==> src/rtl/wm8731_config_sequencer_if.sv <==
// Handshake between the WM8731 configuration sequencer and the I2C protocol block.
// The sequencer drives start/word; the I2C master reports busy/done/ack.
interface wm8731_config_sequencer_if;
   logic        i2c_start;
   logic [15:0] i2c_word;
   logic        i2c_busy;
   logic        i2c_done;
   logic        i2c_ack_ok;

   modport master (
      output i2c_start,
      output i2c_word,
      input  i2c_busy,
      input  i2c_done,
      input  i2c_ack_ok
   );

   modport slave (
      input  i2c_start,
      input  i2c_word,
      output i2c_busy,
      output i2c_done,
      output i2c_ack_ok
   );
endinterface

==> src/rtl/wm8731_config_sequencer.sv <==
// Writes the WM8731 init table over I2C with retry/timeout, then services
// headphone-volume updates and gates the audio stream until configured.
module wm8731_config_sequencer #(
   parameter int GAP_CYCLES     = 50000,
   parameter int TIMEOUT_CYCLES = 100000,
   parameter int MAX_RETRY      = 3
) (
   input  logic                              clk_i,
   input  logic                              rst_ni,
   input  logic                              reconfig_i,
   input  logic                              vol_req_i,
   input  logic [6:0]                        vol_val_i,
   wm8731_config_sequencer_if.master         i2c_if,
   output logic [3:0]                        step_idx_o,
   output logic                              config_done_o,
   output logic                              config_error_o,
   output logic                              stream_enable_o
);

   localparam int CNT_LIM = (GAP_CYCLES > TIMEOUT_CYCLES) ? GAP_CYCLES : TIMEOUT_CYCLES;
   localparam int CNT_W   = $clog2(CNT_LIM + 1);
   localparam int RTY_W   = $clog2(MAX_RETRY + 2);
   localparam logic [3:0] LAST_IDX = 4'd8;

   typedef enum logic [2:0] {
      S_IDLE,
      S_ISSUE,
      S_WAIT,
      S_GAP,
      S_READY,
      S_ERROR
   } state_e;

   function automatic logic [15:0] table_word(input logic [3:0] idx);
      logic [15:0] w;
      case (idx)
         4'd0:    w = 16'h1E00;
         4'd1:    w = 16'h0C00;
         4'd2:    w = 16'h0812;
         4'd3:    w = 16'h0A00;
         4'd4:    w = 16'h0E23;
         4'd5:    w = 16'h102F;
         4'd6:    w = 16'h0460;
         4'd7:    w = 16'h0660;
         4'd8:    w = 16'h1201;
         default: w = 16'h0000;
      endcase
      return w;
   endfunction

   // Headphone-out register with LRHPBOTH set so both channels follow.
   function automatic logic [15:0] vol_word(input logic [6:0] val);
      return {7'h02, 1'b1, 1'b0, val};
   endfunction

   state_e             state_q, state_d;
   logic [3:0]         idx_q, idx_d;
   logic [RTY_W-1:0]   retry_q, retry_d;
   logic [CNT_W-1:0]   cnt_q, cnt_d;
   logic               start_q, start_d;
   logic [15:0]        word_q, word_d;
   logic               done_q, done_d;
   logic               error_q, error_d;
   logic               stream_q, stream_d;
   logic               pend_q, pend_d;
   logic [6:0]         pend_val_q, pend_val_d;
   logic               is_vol_q, is_vol_d;
   logic               last_ok_q, last_ok_d;

   always_ff @(posedge clk_i or negedge rst_ni) begin
      if (!rst_ni) begin
         state_q    <= S_IDLE;
         idx_q      <= '0;
         retry_q    <= '0;
         cnt_q      <= '0;
         start_q    <= 1'b0;
         word_q     <= 16'h0000;
         done_q     <= 1'b0;
         error_q    <= 1'b0;
         stream_q   <= 1'b0;
         pend_q     <= 1'b0;
         pend_val_q <= '0;
         is_vol_q   <= 1'b0;
         last_ok_q  <= 1'b0;
      end else begin
         state_q    <= state_d;
         idx_q      <= idx_d;
         retry_q    <= retry_d;
         cnt_q      <= cnt_d;
         start_q    <= start_d;
         word_q     <= word_d;
         done_q     <= done_d;
         error_q    <= error_d;
         stream_q   <= stream_d;
         pend_q     <= pend_d;
         pend_val_q <= pend_val_d;
         is_vol_q   <= is_vol_d;
         last_ok_q  <= last_ok_d;
      end
   end

   always_comb begin
      state_d    = state_q;
      idx_d      = idx_q;
      retry_d    = retry_q;
      cnt_d      = cnt_q;
      start_d    = 1'b0;
      word_d     = word_q;
      done_d     = done_q;
      error_d    = error_q;
      stream_d   = stream_q;
      pend_d     = pend_q;
      pend_val_d = pend_val_q;
      is_vol_d   = is_vol_q;
      last_ok_d  = last_ok_q;

      case (state_q)
         S_IDLE: begin
            idx_d   = '0;
            state_d = S_ISSUE;
         end

         S_ISSUE: begin
            if (!i2c_if.i2c_busy) begin
               start_d = 1'b1;
               cnt_d   = '0;
               state_d = S_WAIT;
               if (!is_vol_q) begin
                  word_d = table_word(idx_q);
               end else if (last_ok_q) begin
                  // Fresh volume write consumes the pending request;
                  // a volume retry re-sends the word already held.
                  word_d = vol_word(pend_val_q);
                  pend_d = 1'b0;
               end
            end
         end

         S_WAIT: begin
            if (i2c_if.i2c_done && i2c_if.i2c_ack_ok) begin
               retry_d   = '0;
               last_ok_d = 1'b1;
               cnt_d     = '0;
               state_d   = S_GAP;
            end else if (i2c_if.i2c_done || (cnt_q >= CNT_W'(TIMEOUT_CYCLES))) begin
               last_ok_d = 1'b0;
               cnt_d     = '0;
               if (retry_q == RTY_W'(MAX_RETRY)) begin
                  error_d  = 1'b1;
                  stream_d = 1'b0;
                  done_d   = 1'b0;
                  state_d  = S_ERROR;
               end else begin
                  retry_d = retry_q + 1'b1;
                  state_d = S_GAP;
               end
            end else if (cnt_q != '1) begin
               cnt_d = cnt_q + 1'b1;
            end
         end

         S_GAP: begin
            if (cnt_q >= CNT_W'(GAP_CYCLES - 1)) begin
               cnt_d = '0;
               if (!last_ok_q) begin
                  state_d = S_ISSUE;
               end else if (is_vol_q || (idx_q == LAST_IDX)) begin
                  is_vol_d = 1'b0;
                  done_d   = 1'b1;
                  stream_d = 1'b1;
                  state_d  = S_READY;
               end else begin
                  idx_d   = idx_q + 4'd1;
                  state_d = S_ISSUE;
               end
            end else begin
               cnt_d = cnt_q + 1'b1;
            end
         end

         S_READY: begin
            if (reconfig_i) begin
               idx_d    = '0;
               retry_d  = '0;
               done_d   = 1'b0;
               stream_d = 1'b0;
               is_vol_d = 1'b0;
               state_d  = S_ISSUE;
            end else if (pend_q) begin
               is_vol_d  = 1'b1;
               last_ok_d = 1'b1;
               state_d   = S_ISSUE;
            end
         end

         S_ERROR: begin
            if (reconfig_i) begin
               error_d  = 1'b0;
               idx_d    = '0;
               retry_d  = '0;
               done_d   = 1'b0;
               is_vol_d = 1'b0;
               state_d  = S_ISSUE;
            end
         end

         default: begin
            state_d = S_IDLE;
         end
      endcase

      // A request arriving on the issuing cycle is newer, so it re-arms pending.
      if (vol_req_i) begin
         pend_d     = 1'b1;
         pend_val_d = vol_val_i;
      end
   end

   assign i2c_if.i2c_start = start_q;
   assign i2c_if.i2c_word  = word_q;
   assign step_idx_o       = idx_q;
   assign config_done_o    = done_q;
   assign config_error_o   = error_q;
   assign stream_enable_o  = stream_q;

endmodule

==> src/flat_wrapper.sv <==
// flat-port wrapper written by rule: the top's interface ports become plain ports
module wm8731_config_sequencer_flat 
#(
   parameter int GAP_CYCLES     = 50000,
   parameter int TIMEOUT_CYCLES = 100000,
   parameter int MAX_RETRY      = 3
)
  (clk_i, rst_ni, reconfig_i, vol_req_i, vol_val_i, step_idx_o, config_done_o, config_error_o, stream_enable_o, i2c_if_i2c_start, i2c_if_i2c_word, i2c_if_i2c_busy, i2c_if_i2c_done, i2c_if_i2c_ack_ok);
  wm8731_config_sequencer_if i2c_if_i ();
  input  logic clk_i;
  input  logic rst_ni;
  input  logic reconfig_i;
  input  logic vol_req_i;
  input  logic [6:0] vol_val_i;
  output logic [3:0] step_idx_o;
  output logic config_done_o;
  output logic config_error_o;
  output logic stream_enable_o;
  output wire logic [$bits(i2c_if_i.i2c_start)-1:0] i2c_if_i2c_start;
  output wire logic [$bits(i2c_if_i.i2c_word)-1:0] i2c_if_i2c_word;
  input wire logic [$bits(i2c_if_i.i2c_busy)-1:0] i2c_if_i2c_busy;
  input wire logic [$bits(i2c_if_i.i2c_done)-1:0] i2c_if_i2c_done;
  input wire logic [$bits(i2c_if_i.i2c_ack_ok)-1:0] i2c_if_i2c_ack_ok;
  assign i2c_if_i2c_start = i2c_if_i.i2c_start;
  assign i2c_if_i2c_word = i2c_if_i.i2c_word;
  assign i2c_if_i.i2c_busy = i2c_if_i2c_busy;
  assign i2c_if_i.i2c_done = i2c_if_i2c_done;
  assign i2c_if_i.i2c_ack_ok = i2c_if_i2c_ack_ok;
  wm8731_config_sequencer #(.GAP_CYCLES(GAP_CYCLES), .TIMEOUT_CYCLES(TIMEOUT_CYCLES), .MAX_RETRY(MAX_RETRY)) u_core (.clk_i(clk_i), .rst_ni(rst_ni), .reconfig_i(reconfig_i), .vol_req_i(vol_req_i), .vol_val_i(vol_val_i), .i2c_if(i2c_if_i), .step_idx_o(step_idx_o), .config_done_o(config_done_o), .config_error_o(config_error_o), .stream_enable_o(stream_enable_o));
endmodule
==> config.mk <==
export PLATFORM = sky130hd
export DESIGN_NAME = wm8731_config_sequencer_flat
export DESIGN_NICKNAME = d
export VERILOG_FILES = /design/src/rtl/wm8731_config_sequencer_if.sv /design/src/rtl/wm8731_config_sequencer.sv /design/src/flat_wrapper.sv
export SDC_FILE = /design/constraint.sdc
export NUM_CORES = 1
export LEC_CHECK = 0
export CAP_MARGIN = 20
export CORE_ASPECT_RATIO = 0.6
export CORE_MARGIN = 10
export CORE_UTILIZATION = 50
export DETAILED_ROUTE_END_ITERATION = 16
export PLACE_DENSITY = 0.76
export RECOVER_POWER = 25
export SYNTH_ARGS = -nofsm -noshare
export SYNTH_HDL_FRONTEND = slang
export SYNTH_SLANG_ARGS = --single-unit
==> constraint.sdc <==
create_clock -name clk_i -period 2.4 [get_ports clk_i]
set_clock_uncertainty 0.05 [all_clocks]
set_input_delay 0.48 -clock clk_i [delete_from_list [all_inputs] [get_ports clk_i]]
set_output_delay 0.48 -clock clk_i [all_outputs]
set_load 0.02 [all_outputs]
After elaboration in Yosys (flattened, before gate mapping)
Memory sizes are Yosys's and may differ from the RTL's. Index checks and enable logic that the tools add are counted.

Logic and storage cells: 133. Bits in read-only memories: 176. Memories kept: 1. Output and inout bits: 24. Input port bits: 14. Register bits after elaboration: 57.

Memory list: (name not given) (words 16, bits a word 11, read ports 1, clocked after memory_dff 0, write ports 0, RTL line wm8731_config_sequencer.sv:36) `case (idx)`.

Add/sub/neg operators: 3. Reduce and logical (&&, ||, !) cells: 27. Order comparisons: 2. Multiplexer cells: 59. Equal/unequal tests: 27. Bitwise logic cells: 1.

Operators by type and width (count): 17-bit two-way mux (5); 17-bit case mux with 3 select lines (1); 3-bit two-way mux (14); 16-bit two-way mux (2); 1-bit two-way mux (25); 3-bit case mux with 6 select lines (1); 17-bit by 1-bit adder with 17-bit output, second input constant (1); 17-bit by 16-bit greater-or-equal comparator with 1-bit output, second input constant (1); 17-bit greater-or-equal comparator, second input constant (1); 17-bit != test, second input constant (1); 4-bit two-way mux (4); 2-bit != test, second input constant (8); 8-bit AND reduction (2); 5-bit AND reduction (3); 3-bit nonzero test (5); 2-bit by 1-bit != test with 1-bit output, second input constant (7); 4-bit case mux with 3 select lines (1); 4-bit AND reduction (3); 2-bit nonzero test (6); 3-bit by 2-bit equality test with 1-bit output, second input constant (3); 1-bit case mux with 3 select lines (3); 3-bit equality test, second input constant (2); 3-bit by 2-bit != test with 1-bit output, second input constant (2); 3-bit case mux with 2 select lines (1); 14 further kinds (17).

Logic depth before layout (Yosys ltp)
Depth after elaboration: 6. Gate-level depth with buffers: 12. Gate-level depth less buffers: 11.

Worst setup path after synthesis
OpenSTA, ideal clock, no wires.

Kind: reg2reg. Start point: register u_core.cnt_q[5]. End point: register u_core.cnt_q[11]. Buffers on the path: 1. Slack: -0.148 ns. Clock period less this slack: 2.548 ns. Data arrival time: 2.379 ns. Stages on the path, launching flop included: 13. Path through: dfrtp_1 > and4_1 > and4_1 > nand3_1 > nor3_1 > ha_1 > a21boi_1 > a221oi_4 > nand2_2 > buf_4 > nor3_1 > xnor2_1 > nor2_1.

Longest elaborated chain between the ends: 5. Elaborated cells on any way between the ends: 12. Those cells by class: 1 x add/sub; 2 x order compare; 2 x eq/ne; 5 x mux; 2 x reduce/logical.

Ends and longest elaborated chain: start, declared (RTL line wm8731_config_sequencer.sv:59) `logic [CNT_W-1:0] cnt_q, cnt_d;`; start signal, assigned (RTL line wm8731_config_sequencer.sv:89) `cnt_q <= cnt_d;`; 17-bit by 1-bit adder with 17-bit output or 17-bit greater-or-equal comparator (tied branches) (RTL line wm8731_config_sequencer.sv:158, wm8731_config_sequencer.sv:177, wm8731_config_sequencer.sv:145); 17-bit two-way mux or 1-bit logical OR (tied branches) (RTL line wm8731_config_sequencer.sv:157, wm8731_config_sequencer.sv:145); 17-bit two-way mux (RTL line wm8731_config_sequencer.sv:145) `end else if (i2c_if.i2c_done || (cnt_q >= CNT_W'(TIMEOUT_CYCLES))) begin`; 17-bit two-way mux (RTL line wm8731_config_sequencer.sv:140) `if (i2c_if.i2c_done && i2c_if.i2c_ack_ok) begin`; 17-bit case mux with 3 select lines (RTL line wm8731_config_sequencer.sv:117) `case (state_q)`.

Parallel ways exist; a longest one is shown, timed or not. The select of a mux whose other input is x is not followed. A chain may end at the register's enable or synchronous reset.

Worst setup path in the final report
Start point: register u_core.cnt_q[7]. End point: register u_core.cnt_q[11].

Same word-level chain as after synthesis.

==> run summary <==
The number of antenna violations at the first check in global routing came out at 0. The total length of routed wires is 7.53 mm. In the final routed layout, each cell accounts on average for 16.1 µm. The floorplan step defined a die boundary enclosing 9620 µm². The worst-case hold slack is 422 ps. The critical-path maximum fanout came out at 8. In this run the static leakage power is 1.67 nW. The portion of synthesized cell area occupied by the leading cell type is 44.1%. The placed cell count is 455. The utilization after layout is 68.6%. The total area of sequential cells is 1330 µm². The worst setup path is launched from a flip-flop. The H-tree depth reported by CTS is 2. After legalization and detailed placement, the total HPWL measured 5.42 mm. The final setup slack of the worst path came out at -41.7 ps. The endpoint arrival time on the critical path is 2590 ps.

The biggest area contributor in the post-synthesis netlist is sky130_fd_sc_hd__dfrtp_1. The total congestion overflow came out at 0. The critical path is of the flip-flop to flip-flop type. 38 I/O pins were placed.

The worst max-slew margin expressed relative to the limit came out at 11.9%. TritonCTS built the clock tree. The core box area came out at 5700 µm². The final layout net count is 412. The area of the multi-input gates is 1660 µm². The relative area change from synthesis to final layout came out at 30.0%.

The flow ran to the end, but the final reports show violations. The total count of hold-check failures in the final report was 0. Before CTS, the worst setup slack after placement is -125 ps. Setup repair after global routing could not meet its margin everywhere.

Global routing used 15.4% of the available tracks across all layers. In the synthesized netlist the dominant register cell turns out to be sky130_fd_sc_hd__dfrtp_1. The wire length of the first global-routing pass came out at 12.2 mm. The netlist uses 63 different library cells. The post-synthesis async set-or-reset flop share came out at 100%. The number of iterations in the first detailed-routing pass came out at 5. The die outline width came out at 120 µm. The DRC violations left came out at 0. The clock-pin slew reported for the worst setup and hold paths after clock tree synthesis is 90 ps. The total via count after detailed routing came out at 2611. The final count of negative-setup-slack endpoints came out at 4. Across the run, the number of max-cap violations was 0. Using the TritonRoute via totals, the vias-per-cell ratio works out to 5.58. Buffers inserted during clock tree synthesis total 5.

The number of storage elements in the synthesis netlist came out at 53. The number of rows created at floorplan is 21. The Yosys step of the flow raised 0 warnings. The count of flip-flops with a built-in enable after synthesis came out at 0.

The period utilization is 102%. For this configuration, the core starts out at a cell density of 52.8%. The highest ir drop seen on vdd came out at 0.511 mV. The routability congestion estimate from global placement is 0.916. The clock sink total is 53. The antenna diode instance count came out at 0. The y dimension of the die came out at 80.1 µm. The checks that failed: setup timing. Entering global routing, the biggest net connects 54 pins.

The number of global-route vias before repair is 2462. The kind of path behind the tightest hold check is flip-flop to flip-flop. CTS placed an instance of sky130_fd_sc_hd__clkbuf_8 at the clock tree root. The remaining number of nets flagged by the antenna check after routing came out at 0. Ranked by total cell area, the synthesized netlist is headed by sky130_fd_sc_hd__dfrtp_1 44%, sky130_fd_sc_hd__nand2_1 4.5%, sky130_fd_sc_hd__ha_1 4.2%.

The number of filler cells placed in the layout came out at 433. After synthesis, the mean cell area works out to 9.43 µm². The deepest clock path buffer count is 2. At the later pin of the worst-skew pair, clock insertion delay measures 310 ps. The data required time of the worst path came out at 2550 ps. The final cell count without fillers is 468. The area of the mapped netlist came out at 3010 µm². The sequential-to-total area share from yosys stat came out at 44.1%. The share of final-layout standard cells stronger than drive strength 1 is 24.2%. The gate count after technology mapping is 319. The iteration-0 DRC count of the detailed router came out at 225. The power density over cell area is 927 nW/µm². The top achievable clock speed is 410 MHz.

The slew at the pin closest to its max-slew limit is 1320 ps. The endpoint type of the worst setup path is a flip-flop. The number of port buffers is 33. The minimum clock period after layout is 2440 ps. The number of pins exceeding their max-slew limit in the final report came to 0.
## Yosys cell counts, drive strengths merged, types with 2 or more instances
master / number
o211ai: 2
a211oi: 3
and4: 2
o31ai: 3
and3: 4
nor3: 15
a21o: 3
a31oi: 4
or3: 2
o21ai: 25
nand4: 3
nor2: 36
nor4: 3
xor2: 2
xnor2: 11
nand3: 13
clkbuf: 8
nand2: 37
mux2: 9
o21a: 2
inv: 20
nor2b: 2
a21oi: 12
dfrtp: 53
buf: 7
ha: 10
mux2i: 3
o41ai: 3
## metrics by stage
stage	total power [W]	TNS, ps	instance area [µm²]
finish	0.00362	-108	3910
global route	0.00387	-806	3910
global placement	0.00301	-304	3660
floorplan	0.00231	0	3040
CTS	0.00362	0	3850
detailed placement	0.00305	-1050	3660
## registers in the layout, summed over array words and instances, names as in the netlist
name                     flops
u_core.cnt_q                17
u_core.config_done_o         1
u_core.config_error_o        1
u_core.i2c_if.i2c_start      1
u_core.i2c_if.i2c_word      12
u_core.is_vol_q              1
u_core.last_ok_q             1
u_core.pend_q                1
u_core.pend_val_q            7
u_core.retry_q               3
u_core.state_q               3
u_core.step_idx_o            4
u_core.stream_enable_o       1
## layer usage
layer	track usage, %	up-vias	share of wire (%)
li1	-	1254	-
met1	22.1	1242	50
met2	22.5	95	41
met3	3.77	20	6.8
met4	3.84	0	1.3
met5	0	-	0
## where the power goes
| group | total (W) | leakage, nW | switching (W) | internal (W) |
|---|---|---|---|---|
| clock | 0.000512 | 0.0443 | 0.000283 | 0.000230 |
| combinational | 0.00186 | 0.949 | 0.00104 | 0.000820 |
| sequential | 0.00126 | 0.678 | 0.000151 | 0.00110 |
| total | 0.00362 | 1.67 | 0.00147 | 0.00215 |
## worst max-delay path: stages (launching register included)
cell                       delay [ps]
sky130_fd_sc_hd__dfrtp_1          380
sky130_fd_sc_hd__and4_1           210
sky130_fd_sc_hd__and4_1           170
sky130_fd_sc_hd__nand3_2           90
sky130_fd_sc_hd__nor3_2            50
sky130_fd_sc_hd__ha_2             200
sky130_fd_sc_hd__a21boi_4         140
sky130_fd_sc_hd__a221oi_4         340
sky130_fd_sc_hd__nand2_4          170
sky130_fd_sc_hd__buf_6            170
sky130_fd_sc_hd__nor3_4           120
sky130_fd_sc_hd__xnor2_1          160
sky130_fd_sc_hd__nor2_1            70
## worst paths after layout
kind / slack (ps) / start / to / cells past startpoint
min: 420 / u_core.i2c_if.i2c_word[9] / u_core.i2c_if.i2c_word[9] / 2
min reg2reg: 420 / u_core.i2c_if.i2c_word[9] / u_core.i2c_if.i2c_word[9] / 2
min in group asynchronous: 480 / rst_ni / u_core.i2c_if.i2c_word[3] / 2
max in group asynchronous: 1010 / rst_ni / u_core.cnt_q[11] / 2
max: -40 / u_core.cnt_q[7] / u_core.cnt_q[11] / 12
max reg2reg: -40 / u_core.cnt_q[7] / u_core.cnt_q[11] / 12
## cells by family (layout without fill, tap and decap cells)
group           count (synthesis)  after routing  share of synthesized area (%)
xor+xnor                       13             13                           3.78
compound gates                 71             71                           16.8
other cells                     1              4                          0.125
mux                            12             12                           4.37
fa+ha+maj                      10             10                           4.16
buf+inv                        35            101                           5.32
simple gates                  124            124                           21.4
flops                          53             53                           44.1
## layout make-up
cell class / instances / share of cell area (%)
Timing Repair Buffer: 74 / 17.0
Inverter: 20 / 1.92
Multi-Input combinational cell: 234 / 42.5
Tap cell: 80 / 2.56
Clock buffer: 7 / 2.21
Sequential cell: 53 / 33.9
## timing repair
| item | 4_1_cts | 5_1_grt |
|---|---|---|
| hold endpoints to repair | 0 | 0 |
| hold buffers | 0 | 0 |
| gates resized for setup | 10 | 15 |
| setup endpoints to repair | 10 | 16 |
| setup buffers | 6 | 0 |
| pin swaps | 8 | 7 |
## cells in the final DEF (no fill, tap or decap), drive strengths merged, types with 4 or more instances in the layout
cell,n
ha,10
buf,41
nor3,15
nand2,37
clkbuf,8
and3,4
inv,20
nand3,13
dfrtp,53
conb,4
xnor2,11
clkdlybuf4s50,32
a21oi,12
o21ai,25
a31oi,4
nor2,36
mux2,9
Note: power is estimated with default switching activity, not from simulation.
